$ cat src/rtl/fft_pkg.sv
// Shared FFT types and sizing helpers for the streaming FFT stages.
package fft_pkg;

    // Each butterfly stage grows the sample width by one bit so sums and differences never overflow.
    localparam int STAGE_GROWTH = 1;

    typedef enum logic [1:0] {
        FILL  = 2'd0,
        BFLY  = 2'd1,
        DRAIN = 2'd2
    } state_t;

    function automatic int cnt_width(input int depth);
        return (depth > 1) ? $clog2(depth) : 1;
    endfunction

endpackage

$ cat src/rtl/sdf_delay_line.sv
// Complex feedback delay line for an SDF stage; advances one position only when shift_i is high.
module sdf_delay_line #(
    parameter int DEPTH = 32,
    parameter int DW    = 15
) (
    input  logic          clock,
    input  logic          shift_i,
    input  logic [DW-1:0] din_re_i,
    input  logic [DW-1:0] din_im_i,
    output logic [DW-1:0] dout_re_o,
    output logic [DW-1:0] dout_im_o
);

    logic [DW-1:0] line_re_q [DEPTH];
    logic [DW-1:0] line_im_q [DEPTH];

    // Contents are deliberately not reset: every entry is rewritten before it can reach the output.
    always_ff @(posedge clock) begin
        if (shift_i) begin
            for (int i = DEPTH - 1; i > 0; i--) begin
                line_re_q[i] <= line_re_q[i-1];
                line_im_q[i] <= line_im_q[i-1];
            end
            line_re_q[0] <= din_re_i;
            line_im_q[0] <= din_im_i;
        end
    end

    assign dout_re_o = line_re_q[DEPTH-1];
    assign dout_im_o = line_im_q[DEPTH-1];

endmodule

$ cat src/rtl/sdf_r2_stage.sv
// Radix-2 single-path delay-feedback DIF butterfly stage: emits the block's sums, then drains
// the stored differences while holding off input.
module sdf_r2_stage
    import fft_pkg::*;
#(
    parameter int DEPTH = 32,
    parameter int WIDTH = 14
) (
    input  logic                     clock,
    input  logic                     reset_n,
    input  logic                     di_en,
    output logic                     di_rdy,
    input  logic signed [WIDTH-1:0]  di_re,
    input  logic signed [WIDTH-1:0]  di_im,
    output logic                     do_en,
    output logic signed [WIDTH:0]    do_re,
    output logic signed [WIDTH:0]    do_im,
    output logic                     do_last
);

    localparam int OW = WIDTH + STAGE_GROWTH;
    localparam int CW = cnt_width(DEPTH);
    localparam logic [CW-1:0] CNT_LAST = CW'(DEPTH - 1);

    state_t                 state_q, state_d;
    logic [CW-1:0]          cnt_q, cnt_d;
    logic                   do_en_q, do_en_d;
    logic                   do_last_q, do_last_d;
    logic signed [OW-1:0]   do_re_q, do_re_d;
    logic signed [OW-1:0]   do_im_q, do_im_d;

    logic                   accept;
    logic                   cnt_last;
    logic [CW-1:0]          cnt_inc;
    logic                   shift;
    logic signed [OW-1:0]   x_re, x_im;
    logic signed [OW-1:0]   dl_re, dl_im;
    logic signed [OW-1:0]   din_re, din_im;

    assign di_rdy   = (state_q != DRAIN);
    assign accept   = di_en & di_rdy;
    assign cnt_last = (cnt_q == CNT_LAST);
    assign cnt_inc  = cnt_last ? '0 : cnt_q + CW'(1);
    assign x_re     = OW'(di_re);
    assign x_im     = OW'(di_im);

    sdf_delay_line #(
        .DEPTH (DEPTH),
        .DW    (OW)
    ) u_delay (
        .clock     (clock),
        .shift_i   (shift),
        .din_re_i  (din_re),
        .din_im_i  (din_im),
        .dout_re_o (dl_re),
        .dout_im_o (dl_im)
    );

    always_comb begin
        state_d   = state_q;
        cnt_d     = cnt_q;
        shift     = 1'b0;
        din_re    = '0;
        din_im    = '0;
        do_en_d   = 1'b0;
        do_last_d = 1'b0;
        do_re_d   = do_re_q;
        do_im_d   = do_im_q;

        case (state_q)
            FILL: begin
                if (accept) begin
                    shift  = 1'b1;
                    din_re = x_re;
                    din_im = x_im;
                    cnt_d  = cnt_inc;
                    if (cnt_last) state_d = BFLY;
                end
            end
            BFLY: begin
                if (accept) begin
                    // The entry leaving the line is x[k]; the incoming sample is x[k+DEPTH].
                    shift   = 1'b1;
                    din_re  = dl_re - x_re;
                    din_im  = dl_im - x_im;
                    do_re_d = dl_re + x_re;
                    do_im_d = dl_im + x_im;
                    do_en_d = 1'b1;
                    cnt_d   = cnt_inc;
                    if (cnt_last) state_d = DRAIN;
                end
            end
            DRAIN: begin
                shift     = 1'b1;
                do_re_d   = dl_re;
                do_im_d   = dl_im;
                do_en_d   = 1'b1;
                do_last_d = cnt_last;
                cnt_d     = cnt_inc;
                if (cnt_last) state_d = FILL;
            end
            default: begin
                state_d = FILL;
                cnt_d   = '0;
            end
        endcase
    end

    always_ff @(posedge clock) begin
        if (!reset_n) begin
            state_q   <= FILL;
            cnt_q     <= '0;
            do_en_q   <= 1'b0;
            do_last_q <= 1'b0;
            do_re_q   <= '0;
            do_im_q   <= '0;
        end else begin
            state_q   <= state_d;
            cnt_q     <= cnt_d;
            do_en_q   <= do_en_d;
            do_last_q <= do_last_d;
            do_re_q   <= do_re_d;
            do_im_q   <= do_im_d;
        end
    end

    assign do_en   = do_en_q;
    assign do_last = do_last_q;
    assign do_re   = do_re_q;
    assign do_im   = do_im_q;

endmodule

$ cat config.mk
export PLATFORM = sky130hd
export DESIGN_NAME = sdf_r2_stage
export DESIGN_NICKNAME = d
export VERILOG_FILES = /design/src/rtl/fft_pkg.sv /design/src/rtl/sdf_delay_line.sv /design/src/rtl/sdf_r2_stage.sv
export SDC_FILE = /design/constraint.sdc
export NUM_CORES = 1
export LEC_CHECK = 0
export CORE_MARGIN = 2
export CORE_UTILIZATION = 60
export DETAILED_ROUTE_END_ITERATION = 10
export MAX_ROUTING_LAYER = met4
export PLACE_DENSITY = 0.73
export SLEW_MARGIN = 20
export SYNTH_ARGS = -nofsm -noshare
export SYNTH_HDL_FRONTEND = slang
export SYNTH_SLANG_ARGS = --single-unit
export TNS_END_PERCENT = 100
$ cat constraint.sdc
create_clock -name clock -period 24.8 [get_ports clock]
set_input_delay 4.96 -clock clock [delete_from_list [all_inputs] [get_ports clock]]
set_output_delay 4.96 -clock clock [all_outputs]
set_load 0.05 [all_outputs]
# Word-level counts from Yosys, hierarchy flattened
# Memory sizes are Yosys's and may differ from the RTL's.
# Index checks and enable logic that the tools add are counted.
[totals]
mem_count = 2
regBits = 39
wordCells = 54
ram_bits = 960
out_inout_bits = 33
[memory_table]
columns = ["memory", "words", "width", "read_ports", "rd_clocked_by_memory_dff", "write_ports", "line", "source"]
rows = [
  ["u_delay.line_im_q", 32, 15, 32, 0, 32, "sdf_delay_line.sv:15", "logic [DW-1:0] line_im_q [DEPTH];"],
  ["u_delay.line_re_q", 32, 15, 32, 0, 32, "sdf_delay_line.sv:14", "logic [DW-1:0] line_re_q [DEPTH];"],
]
[classes]
n_reduce_logical = 6
muxes = 24
addsub = 5
n_eq_ne = 10
bitwise = 1
[ops]
columns = ["cell", "n"]
rows = [
  ["15-bit one-hot mux with 2 select lines", 4],
  ["15-bit two-way mux", 6],
  ["15-bit by 14-bit adder with 15-bit output", 2],
  ["15-bit by 14-bit subtractor with 15-bit output", 2],
  ["2-bit inequality test, second input constant", 6],
  ["2-bit two-way mux", 5],
  ["5-bit two-way mux", 2],
  ["5-bit one-hot mux with 2 select lines", 1],
  ["2-bit one-hot mux with 3 select lines", 1],
  ["5-bit by 1-bit adder with 5-bit output, second input constant", 1],
  ["5-bit equality test, second input constant", 1],
  ["5-bit AND reduction", 1],
  ["1-bit one-hot mux with 2 select lines", 2],
  ["2-bit AND reduction", 2],
  ["1-bit two-way mux", 3],
  ["2-bit by 1-bit equality test with 1-bit output, second input constant", 1],
  ["2-bit equality test, second input constant", 1],
  ["2-bit logical NOT", 1],
  ["2-bit by 1-bit inequality test with 1-bit output, second input constant", 1],
  ["2-bit nonzero test", 1],
  ["2-bit OR reduction", 1],
  ["1-bit bitwise AND", 1],
]

# Logic depth before layout (Yosys ltp)
[logic_depth]
word_depth = 6
mapped_depth = 11
mapped_depth_nobuf = 11

# Cells and area by module
# Synthesis repeated with hierarchy kept, for this count alone.
[unflattened]
hier_cells = 1626
area_unflattened_um2 = 33747.4
[by_module_without_submodules]
columns = ["module", "cells_per_inst", "area_each_um2", "seq_area_each_um2", "instances"]
rows = [
  ["sdf_delay_line", 975, 28940.3, 28827.6, 1],
  ["sdf_r2_stage", 651, 4807.1, 780.7, 1],
]

# Worst setup path after synthesis
# Ideal clock, no wire load.
[synth_path]
path_kind = "input port to flip-flop"
from = "input port di_en"
to = "memory u_delay.line_im_q[0][0] (enable)"
t_required_ps = 23859
arrival_time_ps = 16668
setup_time_ps = 941
cell_stages = 1
path_slack_ps = 7191
path_cell_list = "mux2_2"
[synth_lines]
columns = ["element", "line", "source"]
rows = [
  ["start: declaration", "sdf_r2_stage.sv:11", "input logic di_en,"],
  ["end: declaration", "sdf_delay_line.sv:15", ""],
]

==> run metrics <==
status=complete, no violations; Post-CTS Resized=0; IO Count=64; Synth Instances=roughly 1600; Tot GR Track Use=19.0%; CP bufs+invs=6; layout cell share with drive strength beyond 1=a little under a tenth; XOR/XNOR share of the synthesized area=1.09%; die area=a little under 0.06 sq mm; Setup-failing EPs final=0; clock sink count=roughly 1000; Worst-Margin Slew=approximately 1 ns; Max Fclk=about 97 MHz; Post-Route WL=around 54 mm; DRT iter0 DRCs=around 1300; Adder-Cell Fraction of Synth Area=2.53%; DP HPWL=roughly 28 mm; fin. max-slew vios=0; library cells used by synthesis=78; Synthesized Nets=~1700; number of flops mapped to enable cells by yosys=960; Critical Path Most Common Cell=buf_4; DRC violations left=0; Setup Skew=~0.015 ns; Post-DRT Antenna Nets=0; CTS tree=built; CP max stage delay=0.90 ns; GR Layer Usage met2=a little over a quarter; GR peak layer=met1; Worst slew margin=between 30 and 40%; critical path data required time=roughly 25 ns; max_cap viols=0; core area=between 0.05 and 0.06 sq mm; cts hold-fix bufs=0; Slowest-stage cell, CP=buf_4; Die Wd=~240 microns; crit end category=register; DR WL/cell=a little over 20 microns; Root Buffer=clkbuf_16; initial antenna violation count=1; Hold Crit Start=u_delay.line_im_q[27][2]$_DFFE_PP_; Area growth, synth to finish=13.7%; Hold Vio Cnt, Final=0; R2R Setup Slk=about 19 ns; H-tree levels=3; RSZ-0062 raised after global routing=no; Startpoint Class=primary input; crit path max fanout=130; share of the clock period used by the worst path=41.6%; async set-or-reset flop fraction in the synthesized netlist=0%; crit path cell chain=clkdlybuf4s50_1, mux2_8, buf_4, buf_4, buf_6, buf_4, buf_4; clock-pin slew on the worst setup and hold paths=around 0.07 ns; Die Y-Extent=roughly 240 microns; main flop type after synthesis=edfxtp_1; met1 usage in global routing=29.0%; hold path depth=0; Nets=between 1500 and 2000; cell family with most CP delay=buffers and inverters; fin crit period=around 10 ns; Num CTS Buffers=94; DR pass1 iterations=5; Hold Crit Class=reg -> reg; setup repair bufs after CTS=0; CTS Buffer Depth=3; largest net degree at the start of global routing=131; GR Overflow Total=0; setup TNS=0 ns; first-pass GRT wire length=81.6 mm; port bufs=63; Compound-Gate Fraction of Synth Area=between 4 and 5%; Placer Congestion=about 0.85; vias=roughly 14000; multiplexer fraction of the synthesized cell area=0.407%; later-pin clock latency in the skew report=between 0.6 and 0.7 ns; end of the worst hold path=u_delay.line_im_q[28][2]$_DFFE_PP_; worst reg2reg startpoint=state_q[1]$_SDFFE_PN0P_; Via density=5.56; LEAKAGE=0.0146 uW; initial core utilization=60.4%; Seq cells post-synth=around 1000; vias in the first global route=13900; Post-Synth Simple-Gate Area=roughly 2.7%; largest family of logic cells by synthesized area=compound AO/OA/AOI/OAI gates; met3 Track Usage GR=3.15%; reg2reg end=u_delay.line_re_q[3][105]$_DFFE_PP_; Crit Path Category=in -> reg; register area share after synthesis=around 87%; Max IR drop VDD=67.8 uV; arrival time at the worst endpoint=roughly 11 ns; R2R cell count=7; post-layout util=between 60 and 70%; Cell Pwr Density=~87 mW/mm^2; synthesis warning total=0; post-synthesis cell area=roughly 0.034 sq mm; Cell Rows=87; Synth Area per Inst=between 20 and 25 sq um
[worst max path at each step]
stage,from,end,slack [ns],depth (start not counted)
6_report,di_en,u_delay.line_re_q[3][105]$_DFFE_PP_,14.48,7
5_1_grt,di_en,u_delay.line_re_q[0][31]$_DFFE_PP_,13.93,7
4_1_cts,di_en,u_delay.line_re_q[0][18]$_DFFE_PP_,14.16,7
3_5_place_dp,di_en,u_delay.line_im_q[13][1]$_DFFE_PP_,13.39,7
3_3_place_gp,di_en,u_delay.line_re_q[0][48]$_DFFE_PP_,13.66,7
2_1_floorplan,di_en,u_delay.line_im_q[0][0]$_DFFE_PP_,7.19,1
[final cells by class]
type                    instances  area, sq um
inverters                      62          233
flip-flops and latches        999        29600
fillers                      3438        17600
diodes                          1         2.50
clock buffers                 116         2510
multi-input cells             537         3820
well taps                     756          946
clock inverters                58          631
repair buffers                 77          742
[synth_stat cells, types with 14 or more instances]
cell,n,area share (%)
edfxtp_1,960,85
ha_1,62,2.3
inv_1,61,0.68
o21ai_0,59,0.87
nand2_1,58,0.64
a21oi_1,55,0.81
nor2_1,40,0.44
dfxtp_1,39,2.3
xnor2_1,31,0.80
clkbuf_1,28,0.31
nand3_1,15,0.22
or3_1,15,0.28
a21o_1,14,0.31
[per-stage QoR]
stage,area (sq um),hold slack (ns),total power (uW),std cells,setup WS [ns]
floorplan,33900,0.400,1970,1637,7.19
global placement,35300,0.401,1950,2431,13.66
detailed placement,35300,0.405,1960,2431,13.39
CTS,38500,0.414,3400,2605,14.16
global route,38500,0.413,3470,2606,13.93
finish,38500,0.414,3360,2606,14.48
[cells by family after synthesis]
group                      Yosys count
buffers and inverters              101
AOI/OAI and AO/OA                  230
xor gates and xnor gates            42
adders and majority gates           66
and+or+nand+nor                    186
DFF                                999
muxes                               13
[report_power, final]
group | switching, uW | internal (uW) | leakage (uW) | total [uW]
Clock | 588 | 854 | 0.00153 | 1440
Combinational | 53.2 | 20.0 | 0.00218 | 73.1
Sequential | 1.14 | 1850 | 0.0109 | 1850
[per-layer routing]
layer | part of all wire (%) | wire, microns | vias to the layer above
met2 | 45 | 24300 | 409
met3 | 5.5 | 2940 | 96
met5 | 0 | 0 | -
li1 | - | - | 6625
met4 | 2.0 | 1070 | 0
met1 | 47 | 25500 | 7353
[registers in the layout, summed over array words and instances, names as in the netlist]
name,flops
do_last,1
do_im,15
do_re,15
cnt_q,5
state_q,2
do_en,1
u_delay.line_re_q,480
u_delay.line_im_q,480
[cells in the final DEF (no fill, tap or decap), types with 31 or more instances in the layout]
cell / count
edfxtp_1: 960
clkbuf_16: 95
clkdlybuf4s50_1: 62
inv_1: 61
ha_1: 61
o21ai_0: 59
nand2_1: 58
a21oi_1: 55
nor2_1: 40
dfxtp_1: 39
xnor2_1: 31
No activity file was read; power rests on OpenSTA's default activity.
